## config.mk

```make
export PLATFORM = sky130hd
export DESIGN_NAME = alu_muldiv_unit
export DESIGN_NICKNAME = d
export VERILOG_FILES = /design/src/rtl/alu_pkg.sv /design/src/rtl/muldiv_step.sv /design/src/rtl/alu_muldiv_unit.sv
export SDC_FILE = /design/constraint.sdc
export NUM_CORES = 1
export LEC_CHECK = 0
export BUFFER_PORTS_ARGS = -buffer_cell sky130_fd_sc_hd__buf_4
export CAP_MARGIN = 10
export CORE_UTILIZATION = 61
export CTS_CLUSTER_DIAMETER = 40
export DETAILED_ROUTE_END_ITERATION = 7
export PLACE_DENSITY = 0.88
export SYNTH_ARGS = -nofsm -noshare
export SYNTH_HDL_FRONTEND = slang
export SYNTH_SLANG_ARGS = --single-unit
```

## constraint.sdc

```tcl
create_clock -name clk -period 4.1 [get_ports clk]
set_clock_uncertainty 0.1 [all_clocks]
set_input_delay 0.205 -clock clk [delete_from_list [all_inputs] [get_ports clk]]
set_output_delay 0.205 -clock clk [all_outputs]
set_load 0.01 [all_outputs]
```

## src/rtl/alu_pkg.sv

```systemverilog
// Shared ALU definitions: RV32M funct3 codes, ALU result-mux select codes,
// multiply/divide FSM states and small operand helpers.
package alu_pkg;

    // RV32M funct3 encodings
    localparam logic [2:0] MULDIV_MUL    = 3'b000;
    localparam logic [2:0] MULDIV_MULH   = 3'b001;
    localparam logic [2:0] MULDIV_MULHSU = 3'b010;
    localparam logic [2:0] MULDIV_MULHU  = 3'b011;
    localparam logic [2:0] MULDIV_DIV    = 3'b100;
    localparam logic [2:0] MULDIV_DIVU   = 3'b101;
    localparam logic [2:0] MULDIV_REM    = 3'b110;
    localparam logic [2:0] MULDIV_REMU   = 3'b111;

    // ALU result mux select codes
    localparam logic [2:0] ALU_SEL_ADD    = 3'b000;
    localparam logic [2:0] ALU_SEL_SUB    = 3'b001;
    localparam logic [2:0] ALU_SEL_AND    = 3'b010;
    localparam logic [2:0] ALU_SEL_OR     = 3'b011;
    localparam logic [2:0] ALU_SEL_XOR    = 3'b100;
    localparam logic [2:0] ALU_SEL_SLT    = 3'b101;
    localparam logic [2:0] ALU_SEL_SHIFT  = 3'b110;
    localparam logic [2:0] ALU_SEL_MULDIV = 3'b111;

    typedef enum logic [1:0] {
        StIdle,
        StCalc,
        StFix
    } md_state_e;

    // rs1 is treated as signed by MULH, MULHSU, DIV and REM
    function automatic logic op_signed_a(input logic [2:0] f);
        return (f == MULDIV_MULH) || (f == MULDIV_MULHSU) ||
               (f == MULDIV_DIV)  || (f == MULDIV_REM);
    endfunction

    // rs2 is treated as signed by MULH, DIV and REM
    function automatic logic op_signed_b(input logic [2:0] f);
        return (f == MULDIV_MULH) || (f == MULDIV_DIV) || (f == MULDIV_REM);
    endfunction

    function automatic logic [31:0] cond_neg32(input logic [31:0] v, input logic neg);
        return neg ? (~v + 32'd1) : v;
    endfunction

endpackage

```

## src/rtl/muldiv_step.sv

```systemverilog
// One iteration of the iterative multiplier/divider on a 64-bit accumulator.
// Multiply: acc = {partial_hi, multiplier}; add-then-shift-right.
// Divide (only with ALU_MULDIV_DIV_EN): acc = {remainder, dividend/quotient};
// restoring shift-left-then-subtract.
module muldiv_step (
    input  logic        is_div,
    input  logic [63:0] acc,
    input  logic [31:0] operand,
    output logic [63:0] acc_next
);

    logic [32:0] mul_sum;
`ifdef ALU_MULDIV_DIV_EN
    logic [32:0] rem_sh;
    logic [32:0] diff;
`else
    logic unused_is_div;
    assign unused_is_div = is_div;
`endif

    // Select add-shift or subtract-shift for this iteration
    always_comb begin
        mul_sum  = {1'b0, acc[63:32]} + (acc[0] ? {1'b0, operand} : 33'd0);
        acc_next = {mul_sum, acc[31:1]};
`ifdef ALU_MULDIV_DIV_EN
        // Shifted remainder may carry into bit 32; then it always exceeds the divisor.
        rem_sh = acc[63:31];
        diff   = rem_sh - {1'b0, operand};
        if (is_div) begin
            if (!diff[32]) begin
                acc_next = {diff[31:0], acc[30:0], 1'b1};
            end else begin
                acc_next = {rem_sh[31:0], acc[30:0], 1'b0};
            end
        end
`endif
    end

endmodule

```

## src/rtl/alu_muldiv_unit.sv

```systemverilog
// Iterative RV32M multiply/divide unit feeding ALU select ALU_SEL_MULDIV.
// Start/busy/done handshake, 32 iterations, result held until the next op.
// Build option: ALU_MULDIV_DIV_EN enables the divider; without it divide ops
// complete through FIX with result 0.
module alu_muldiv_unit
    import alu_pkg::*;
(
    input  logic        clk,
    input  logic        rst_n,
    input  logic        start,
    input  logic        kill,
    input  logic [2:0]  funct3,
    input  logic [31:0] rs1,
    input  logic [31:0] rs2,
    output logic        busy,
    output logic        done,
    output logic [31:0] result
);

    md_state_e   state_q, state_d;
    logic [4:0]  cnt_q, cnt_d;
    logic [2:0]  op_q, op_d;
    logic [63:0] acc_q, acc_d, acc_step;
    logic [31:0] opb_q, opb_d;
    logic        neg_res_q, neg_res_d;
`ifdef ALU_MULDIV_DIV_EN
    logic        neg_rem_q, neg_rem_d;
    logic        div_zero_q, div_zero_d;
    logic [31:0] quo, rem;
`endif
    logic        busy_q, busy_d;
    logic        done_q, done_d;
    logic [31:0] result_q, result_d;

    logic        a_sign, b_sign;
    logic [31:0] a_mag, b_mag;
    logic [63:0] prod;
    logic [31:0] fix_result;

    muldiv_step u_step (
        .is_div   (op_q[2]),
        .acc      (acc_q),
        .operand  (opb_q),
        .acc_next (acc_step)
    );

    // Operand signs and magnitudes for an op presented at start
    always_comb begin
        a_sign = op_signed_a(funct3) & rs1[31];
        b_sign = op_signed_b(funct3) & rs2[31];
        a_mag  = cond_neg32(rs1, a_sign);
        b_mag  = cond_neg32(rs2, b_sign);
    end

    // Sign correction and result selection applied in FIX
    always_comb begin
        prod       = neg_res_q ? (~acc_q + 64'd1) : acc_q;
        fix_result = (op_q == MULDIV_MUL) ? prod[31:0] : prod[63:32];
`ifdef ALU_MULDIV_DIV_EN
        // Signed overflow (0x80000000 / -1) falls out of the magnitude path naturally.
        quo = cond_neg32(acc_q[31:0], neg_res_q);
        rem = cond_neg32(acc_q[63:32], neg_rem_q);
        if (div_zero_q) begin
            quo = 32'hFFFF_FFFF;
        end
        if (op_q[2]) begin
            fix_result = op_q[1] ? rem : quo;
        end
`else
        if (op_q[2]) begin
            fix_result = 32'd0;
        end
`endif
    end

    // FSM next-state, iteration and output updates
    always_comb begin
        state_d    = state_q;
        cnt_d      = cnt_q;
        op_d       = op_q;
        acc_d      = acc_q;
        opb_d      = opb_q;
        neg_res_d  = neg_res_q;
`ifdef ALU_MULDIV_DIV_EN
        neg_rem_d  = neg_rem_q;
        div_zero_d = div_zero_q;
`endif
        busy_d     = busy_q;
        done_d     = 1'b0;
        result_d   = result_q;
        unique case (state_q)
            StIdle: begin
                if (!kill && start) begin
                    op_d      = funct3;
                    acc_d     = {32'd0, a_mag};
                    opb_d     = b_mag;
                    neg_res_d = a_sign ^ b_sign;
                    cnt_d     = 5'd31;
                    busy_d    = 1'b1;
`ifdef ALU_MULDIV_DIV_EN
                    neg_rem_d  = a_sign;
                    div_zero_d = (rs2 == 32'd0);
                    state_d    = StCalc;
`else
                    state_d    = funct3[2] ? StFix : StCalc;
`endif
                end
            end
            StCalc: begin
                if (kill) begin
                    state_d = StIdle;
                    busy_d  = 1'b0;
                end else begin
                    acc_d = acc_step;
                    cnt_d = cnt_q - 5'd1;
                    if (cnt_q == 5'd0) begin
                        state_d = StFix;
                    end
                end
            end
            StFix: begin
                state_d = StIdle;
                busy_d  = 1'b0;
                if (!kill) begin
                    result_d = fix_result;
                    done_d   = 1'b1;
                end
            end
            default: state_d = StIdle;
        endcase
    end

    // State registers with asynchronous reset
    always_ff @(posedge clk or negedge rst_n) begin
        if (!rst_n) begin
            state_q    <= StIdle;
            cnt_q      <= 5'd0;
            op_q       <= 3'd0;
            acc_q      <= 64'd0;
            opb_q      <= 32'd0;
            neg_res_q  <= 1'b0;
`ifdef ALU_MULDIV_DIV_EN
            neg_rem_q  <= 1'b0;
            div_zero_q <= 1'b0;
`endif
            busy_q     <= 1'b0;
            done_q     <= 1'b0;
            result_q   <= 32'd0;
        end else begin
            state_q    <= state_d;
            cnt_q      <= cnt_d;
            op_q       <= op_d;
            acc_q      <= acc_d;
            opb_q      <= opb_d;
            neg_res_q  <= neg_res_d;
`ifdef ALU_MULDIV_DIV_EN
            neg_rem_q  <= neg_rem_d;
            div_zero_q <= div_zero_d;
`endif
            busy_q     <= busy_d;
            done_q     <= done_d;
            result_q   <= result_d;
        end
    end

    assign busy   = busy_q;
    assign done   = done_q;
    assign result = result_q;

endmodule

```

==> results of run 1 <==
state kept, by name (all words and copies together) (netlist names):
signal     cells
acc_q         64
done           1
opb_q         32
busy           1
op_q           3
state_q        2
neg_res_q      1
cnt_q          5
result        32
cell type report:
| cell class | instances | area (um2) |
|---|---|---|
| inverter | 30 | 112.6 |
| fill | 1289 | 4437 |
| multi-input combinational | 1069 | 6758 |
| clock buffer | 20 | 456.7 |
| tap | 220 | 275.3 |
| timing repair buffer | 142 | 1135 |
| sequential | 141 | 3530 |
| clock inverter | 12 | 115.1 |
path summary, 6_finish.rpt:
kind	slack, ps	end	cells after the start	from
setup / recovery	590	acc_q[53]$_DFFE_PN0P_	10	acc_q[0]$_DFFE_PN0P_
hold / removal	-7	opb_q[9]$_DFFE_PN0P_	3	rs2[9]
setup reg to reg	590	acc_q[53]$_DFFE_PN0P_	10	acc_q[0]$_DFFE_PN0P_
hold reg to reg	380	opb_q[27]$_DFFE_PN0P_	2	opb_q[27]$_DFFE_PN0P_
max in group asynchronous	2500	result[29]$_DFFE_PN0P_	3	rst_n
min in group asynchronous	400	acc_q[6]$_DFFE_PN0P_	2	rst_n
routing by layer:
layer  track usage (%)  up-vias
met5                 0        -
met4             15.61        0
met3             6.878       96
met2             55.50      501
met1             44.72     4925
li1                  -     4896
power by group through the flow:
stage	clock network (uW)	logic, uW	registers [uW]
finish	1510	3520	2640
CTS	1500	3460	2620
global route	1550	3880	2710
global placement	0	3280	2620
detailed placement	0	3400	2630
floorplan	0	2560	2360
worst max-delay path, delay by kind of cell (launching register included):
kind            cells  cell delay [ps]
compound gates      6             2010
fa+ha+maj           1              280
buf+inv             1              300
flops               1              520
simple gates        2              240
stage by stage:
| step | instances | cell area, um2 |
|---|---|---|
| after global placement | 1576 | 11550 |
| final | 1634 | 12380 |
| after CTS | 1634 | 12380 |
| after global routing | 1634 | 12380 |
| after detailed placement | 1576 | 11550 |
| after floorplan | 1313 | 10670 |
synthesized netlist by cell type (all sizes together) (9+ instances only):
cell | n | area, um2
nand2 | 175 | 659.4
o21ai | 163 | 815.8
dfrtp | 141 | 3528
a21oi | 90 | 450.4
nor2 | 87 | 326.6
xor2 | 73 | 639.4
clkbuf | 64 | 240.2
xnor2 | 61 | 534.3
ha | 41 | 513.0
and2 | 36 | 225.2
nand3 | 33 | 170.2
inv | 30 | 112.6
o31ai | 30 | 272.8
nor3 | 29 | 150.1
or3 | 18 | 117.6
a22oi | 17 | 127.6
nand2b | 17 | 106.4
mux2i | 15 | 150.1
nor4 | 14 | 87.58
a21o | 13 | 97.59
nand4 | 12 | 75.07
o41ai | 10 | 95.10
or4 | 10 | 93.84
a31oi | 9 | 56.30
buf | 9 | 35.03
o21a | 9 | 67.56
cells in the final DEF (no fill, tap or decap), types with 12 or more instances in the layout:
cell	Yosys	final
o21ai_1	13	13
xnor2_1	61	61
or3_1	17	17
inv_1	30	30
clkbuf_16	0	17
a21oi_1	90	90
buf_4	0	115
nor3_1	28	28
nand2b_1	17	17
a22oi_1	17	17
mux2i_1	15	15
nand4_1	12	12
and2_1	36	36
nor4_1	14	14
nand2_1	174	174
xor2_1	73	73
nand3_1	32	32
dlygate4sd3_1	0	26
o21ai_0	150	150
nor2_1	87	86
a21o_1	13	13
o31ai_1	24	24
dfrtp_1	141	140
ha_1	41	41
kinds of logic (layout without fill, tap and decap cells):
family | after synthesis | in the layout | synth area share (%)
buffers and inverters | 103 | 204 | 3.636
flip-flops | 141 | 141 | 33.08
AND/OR/NAND/NOR | 467 | 467 | 21.64
XOR/XNOR | 134 | 134 | 11.00
multiplexers | 18 | 18 | 1.724
adder cells (fa/ha/maj) | 42 | 42 | 4.997
AO/OA/AOI/OAI | 408 | 408 | 23.92
==> impl_metrics.env, run 1 <==
export IMPL_p_leak_uw=0.005387
export IMPL_cts_buffer_depth=2
export IMPL_synth_edf_count=0
export IMPL_antenna_found_initial=0
export IMPL_grt_use_total_pct=34.42
export IMPL_path_max_fanout=27
export IMPL_io_buffer_count=104
export IMPL_gp_congestion=0.9361
export IMPL_rows=47
export IMPL_rsz0062_at_grt="false"
export IMPL_io_pins=105
export IMPL_numCtsBuffers=17
export IMPL_nNetsFinal=1514
export IMPL_h_tree_depth=4
export IMPL_hp_class="in -> reg"
export IMPL_wl_met1_um=12540
export IMPL_max_stage_delay_ps=520
export IMPL_powerDensity_nw_per_um2=619.3
export IMPL_start_util_pct=63.42
export IMPL_ys_ff_latch=141
export IMPL_die_area_um2=18020
export IMPL_die_y_um=134.2
export IMPL_drc_errors=0
export IMPL_power_uw=7669
export IMPL_coreArea_um2=16820
export IMPL_grt_pass1_wl_um=49080
export IMPL_startpoint_type="flip-flop"
export IMPL_crit_top_cell="o21ai_0"
export IMPL_cp_cell_sequence="buf_4 > and2_1 > ha_1 > o21a_1 > o21ai_0 > a22oi_1 > a21oi_1 > o21ai_0 > a2111o_1 > nand3_1"
export IMPL_wl_met3_um=2500
export IMPL_drt_wl_total_um=30320
export IMPL_vias=10420
export IMPL_p_clk_share_pct=19.7
export IMPL_setup_tns_final_ps=0
export IMPL_cts_hold_fix_buffers=26
export IMPL_fin_crit_sh_pct=85.64
export IMPL_die_w_um=134.2
export IMPL_worst_hold_slack_ps=-7.155
export IMPL_hpwlAfterDp_um=21410
export IMPL_synth_cells=1313
export IMPL_initialDrtViolationCount=990
export IMPL_p_sw_uw=3394
export IMPL_place_ws_ps=647.8
export IMPL_grt_max_degree=113
export IMPL_final_util_pct=73.62
export IMPL_cts_resized=0
export IMPL_wire_per_inst_um=18.56
export IMPL_drive_gt1_share_pct=12.52
export IMPL_cts_tree="built"
export IMPL_top_layer="met4"
export IMPL_worst_slew_pin_slew_ps=1258
export IMPL_relSlewSlack_pct=15.81
export IMPL_ys_async_sr_fraction_pct=100.0
export IMPL_intPower_uw=4275
export IMPL_synth_cell_area_um2=10670
export IMPL_syn_to_final_growth_pct=16.08
export IMPL_post_cts_buffers=0
export IMPL_drt_pass1_iter_count=5
export IMPL_drv_cap=0
export IMPL_crit_arrival_ps=3770
export IMPL_p_seq_share_pct=34.5
export IMPL_cts_root_buf="clkbuf_16"
export IMPL_grt_pass1_vias=9968
export IMPL_numClockSinks=141
export IMPL_ant_nets=0
export IMPL_insertedDiodeCount=0
export IMPL_comb_power_share_pct=45.9
export IMPL_outcome="complete, but fails checks"
export IMPL_yosys_warnings=0
export IMPL_clk_pin_slew_ps=60
export IMPL_layout_min_cycle_time_ps=3511
export IMPL_hold_viol=1
export IMPL_avgSynthCellArea_um2=8.124
export IMPL_ir_drop_mv=0.4308
export IMPL_ys_seq_area_share_pct=33.08
export IMPL_violations="hold timing"
export IMPL_endpoint_kind="flip-flop"
export IMPL_syn_nets=1426
export IMPL_via_per_inst=6.376
export IMPL_synthDistinctLibCells=77
export IMPL_wl_met2_um=14200
export IMPL_grt_overflow=0
export IMPL_slew_viol_final=0
export IMPL_setup_ws_ps=588.7
export IMPL_cp_required_ps=4360
export IMPL_switching_share_pct=44.26
export IMPL_cp_slowest_cell="dfrtp_1"
export IMPL_crit_type="reg -> reg"
export IMPL_synth_top_flop_cell="dfrtp_1"
export IMPL_fmax_mhz=284.8
export IMPL_setup_viol=0
export IMPL_clock_latency_ps=440
(Power assumes the default switching activity.)
==> inputs of run 2 (changes only) <==
==> constraint.sdc (replaced) <==
create_clock -name clk -period 4.1 [get_ports clk]
set_clock_uncertainty 0.1 [all_clocks]
set_input_delay 0.41 -clock clk [delete_from_list [all_inputs] [get_ports clk]]
set_output_delay 0.41 -clock clk [all_outputs]
set_load 0.01 [all_outputs]
==> run 2 against run 1 <==
  * The flow now finishes without violations
  * Via count is essentially flat
  * Maximum frequency shrank 4.9%
  * Clock-buffer cell count shrank 2
  * Hold slack gained 140 ps
  * First-iteration DRC count grew 36%
  * Utilization shrank 1.4 points
  * Critical path type unchanged
  * Largest power group unchanged
==> impl_metrics.env, run 2 (synthesis gave the netlist of run 1 again) <==
export IMPL_intPower_uw=4287
export IMPL_ant_nets=0
export IMPL_crit_top_cell="o21ai_0"
export IMPL_die_y_um=134.2
export IMPL_io_buffer_count=104
export IMPL_hp_class="in -> reg"
export IMPL_cts_root_buf="clkbuf_16"
export IMPL_syn_to_final_growth_pct=13.95
export IMPL_cp_cell_sequence="buf_4 > and2_1 > ha_1 > o21a_1 > o21ai_0 > a22oi_1 > a21oi_1 > o21ai_0 > a2111o_1 > nand3_1"
export IMPL_fin_crit_sh_pct=90.10
export IMPL_grt_max_degree=72
export IMPL_powerDensity_nw_per_um2=631.6
export IMPL_ir_drop_mv=0.4341
export IMPL_numCtsBuffers=17
export IMPL_outcome="complete, no violations"
export IMPL_switching_share_pct=44.15
export IMPL_start_util_pct=63.42
export IMPL_vias=10420
export IMPL_grt_overflow=0
export IMPL_p_sw_uw=3389
export IMPL_drc_errors=0
export IMPL_setup_tns_final_ps=0
export IMPL_r2r_slack_ps=410
export IMPL_nFillCells=1311
export IMPL_grt_pass1_vias=9934
export IMPL_placed_area_um2=11570
export IMPL_grt_pass1_wl_um=48680
export IMPL_crit_type="reg -> reg"
export IMPL_worst_slew_pin_slew_ps=1139
export IMPL_clock_latency_ps=440
export IMPL_drive_gt1_share_pct=12.93
export IMPL_grtUsageMet2_pct=55.27
export IMPL_fmax_mhz=270.7
export IMPL_grt_use_met1_pct=43.91
export IMPL_crit_arrival_ps=3960
export IMPL_grt_busiest_layer="met2"
export IMPL_cts_tree="built"
export IMPL_hold_viol=0
export IMPL_nNetsFinal=1492
export IMPL_setup_ws_ps=405.9
export IMPL_via_per_inst=6.465
export IMPL_p_clk_share_pct=19.8
export IMPL_numClockSinks=141
export IMPL_path_max_fanout=27
export IMPL_setup_viol=0
export IMPL_antenna_found_initial=0
export IMPL_initialDrtViolationCount=1350
export IMPL_cp_slowest_cell="dfrtp_1"
export IMPL_relSlewSlack_pct=23.79
export IMPL_die_w_um=134.2
export IMPL_cts_buffer_depth=2
export IMPL_startpoint_type="flip-flop"
export IMPL_largest_reg_flops=64
export IMPL_rsz0062_at_grt="false"
export IMPL_io_pins=105
export IMPL_clk_pin_slew_ps=60
export IMPL_use_met3_pct=6.236
export IMPL_wire_per_inst_um=18.50
export IMPL_largest_register="acc_q"
export IMPL_final_cell_mix="174 x nand2_1, 150 x o21ai_0, 140 x dfrtp_1"
export IMPL_cp_required_ps=4370
export IMPL_place_ws_ps=653.9
export IMPL_fin_area_um2=12150
export IMPL_final_common_cell="nand2_1"
export IMPL_die_area_um2=18020
export IMPL_insertedDiodeCount=0
export IMPL_drv_cap=0
export IMPL_drt_wl_total_um=29820
export IMPL_grt_use_total_pct=33.91
export IMPL_endpoint_kind="flip-flop"
export IMPL_hpwlAfterDp_um=21900
export IMPL_layout_min_cycle_time_ps=3694
export IMPL_rows=47
export IMPL_gp_congestion=0.9813
export IMPL_max_stage_delay_ps=530
export IMPL_slew_viol_final=0
export IMPL_h_tree_depth=4
export IMPL_p_leak_uw=0.005313
export IMPL_comb_power_share_pct=46.2
export IMPL_coreArea_um2=16820
export IMPL_p_seq_share_pct=34.0
export IMPL_drt_pass1_iter_count=6
-- run 2: cell count changes in the layout (fill, tap and decap cells not counted), sizes merged --
cell / before / now
dlygate4sd3: 26 / 1
bufinv: 1 / 2
clkinv: 4 / 7
clkinvlp: 6 / 3
buf: 116 / 119
clkbuf: 20 / 18
inv: 31 / 32
-- run 2: power by group through the flow --
stage	Combinational, uW	Clock [uW]	Sequential (uW)
6_report	3540	1520	2610
2_1_floorplan	2560	0	2360
3_3_place_gp	3310	0	2580
4_1_cts	3500	1520	2590
3_5_place_dp	3450	0	2600
5_1_grt	3910	1580	2670
-- run 2: stage by stage --
step | power, uW | hold WS [ps] | util (%) | cells
4_1_cts | 7603 | 137.8 | 72.27 | 1612
2_1_floorplan | 4915 | 14.41 | - | 1313
5_1_grt | 8152 | 147.0 | 72.27 | 1612
3_5_place_dp | 6054 | 358.6 | 68.81 | 1579
3_3_place_gp | 5895 | 356.0 | 68.81 | 1579
6_report | 7677 | 135.8 | 72.27 | 1612
-- run 2: layout make-up --
cell class / instances / area, um2 / area share (%)
multi-input cells: 1069 / 6758 / 55.60
flip-flops and latches: 141 / 3530 / 29.04
repair buffers: 120 / 907.1 / 7.463
clock buffers: 18 / 429.2 / 3.531
well taps: 220 / 275.3 / 2.265
clock inverters: 14 / 142.6 / 1.174
inverters: 30 / 112.6 / 0.9265
-- run 2: worst max-delay path: cells and delay by family, from the launching register on --
| kind | cells | cell delay, ps |
|---|---|---|
| buffers and inverters | 1 | 310 |
| AO/OA/AOI/OAI | 6 | 2170 |
| adder cells (fa/ha/maj) | 1 | 270 |
| AND/OR/NAND/NOR | 2 | 250 |
| flip-flops | 1 | 530 |
-- run 2: what timing repair did --
| action | 4_1_cts | 5_1_grt |
|---|---|---|
| setup buffers | 0 | 0 |
| gates resized for setup | 0 | 0 |
| hold buffers | 1 | 0 |
| hold endpoints to repair | 69 | 0 |
-- run 2: final timing paths --
| check | startpoint | to | cells after the start |
|---|---|---|---|
| worst max-delay path | acc_q[0]$_DFFE_PN0P_ | acc_q[53]$_DFFE_PN0P_ | 10 |
| worst min register to register | opb_q[30]$_DFFE_PN0P_ | opb_q[30]$_DFFE_PN0P_ | 2 |
| max in group asynchronous | rst_n | opb_q[31]$_DFFE_PN0P_ | 3 |
| worst max register to register | acc_q[0]$_DFFE_PN0P_ | acc_q[53]$_DFFE_PN0P_ | 10 |
| min in group asynchronous | rst_n | acc_q[5]$_DFFE_PN0P_ | 2 |
| worst min-delay path | funct3[1] | op_q[1]$_DFFE_PN0P_ | 2 |
-- run 2: per-layer routing --
metal  up-vias  routed length [um]
met5         -                   0
li1       4850                   -
met4         0                1162
met2       542               14210
met3       100                2471
met1      4929               11970
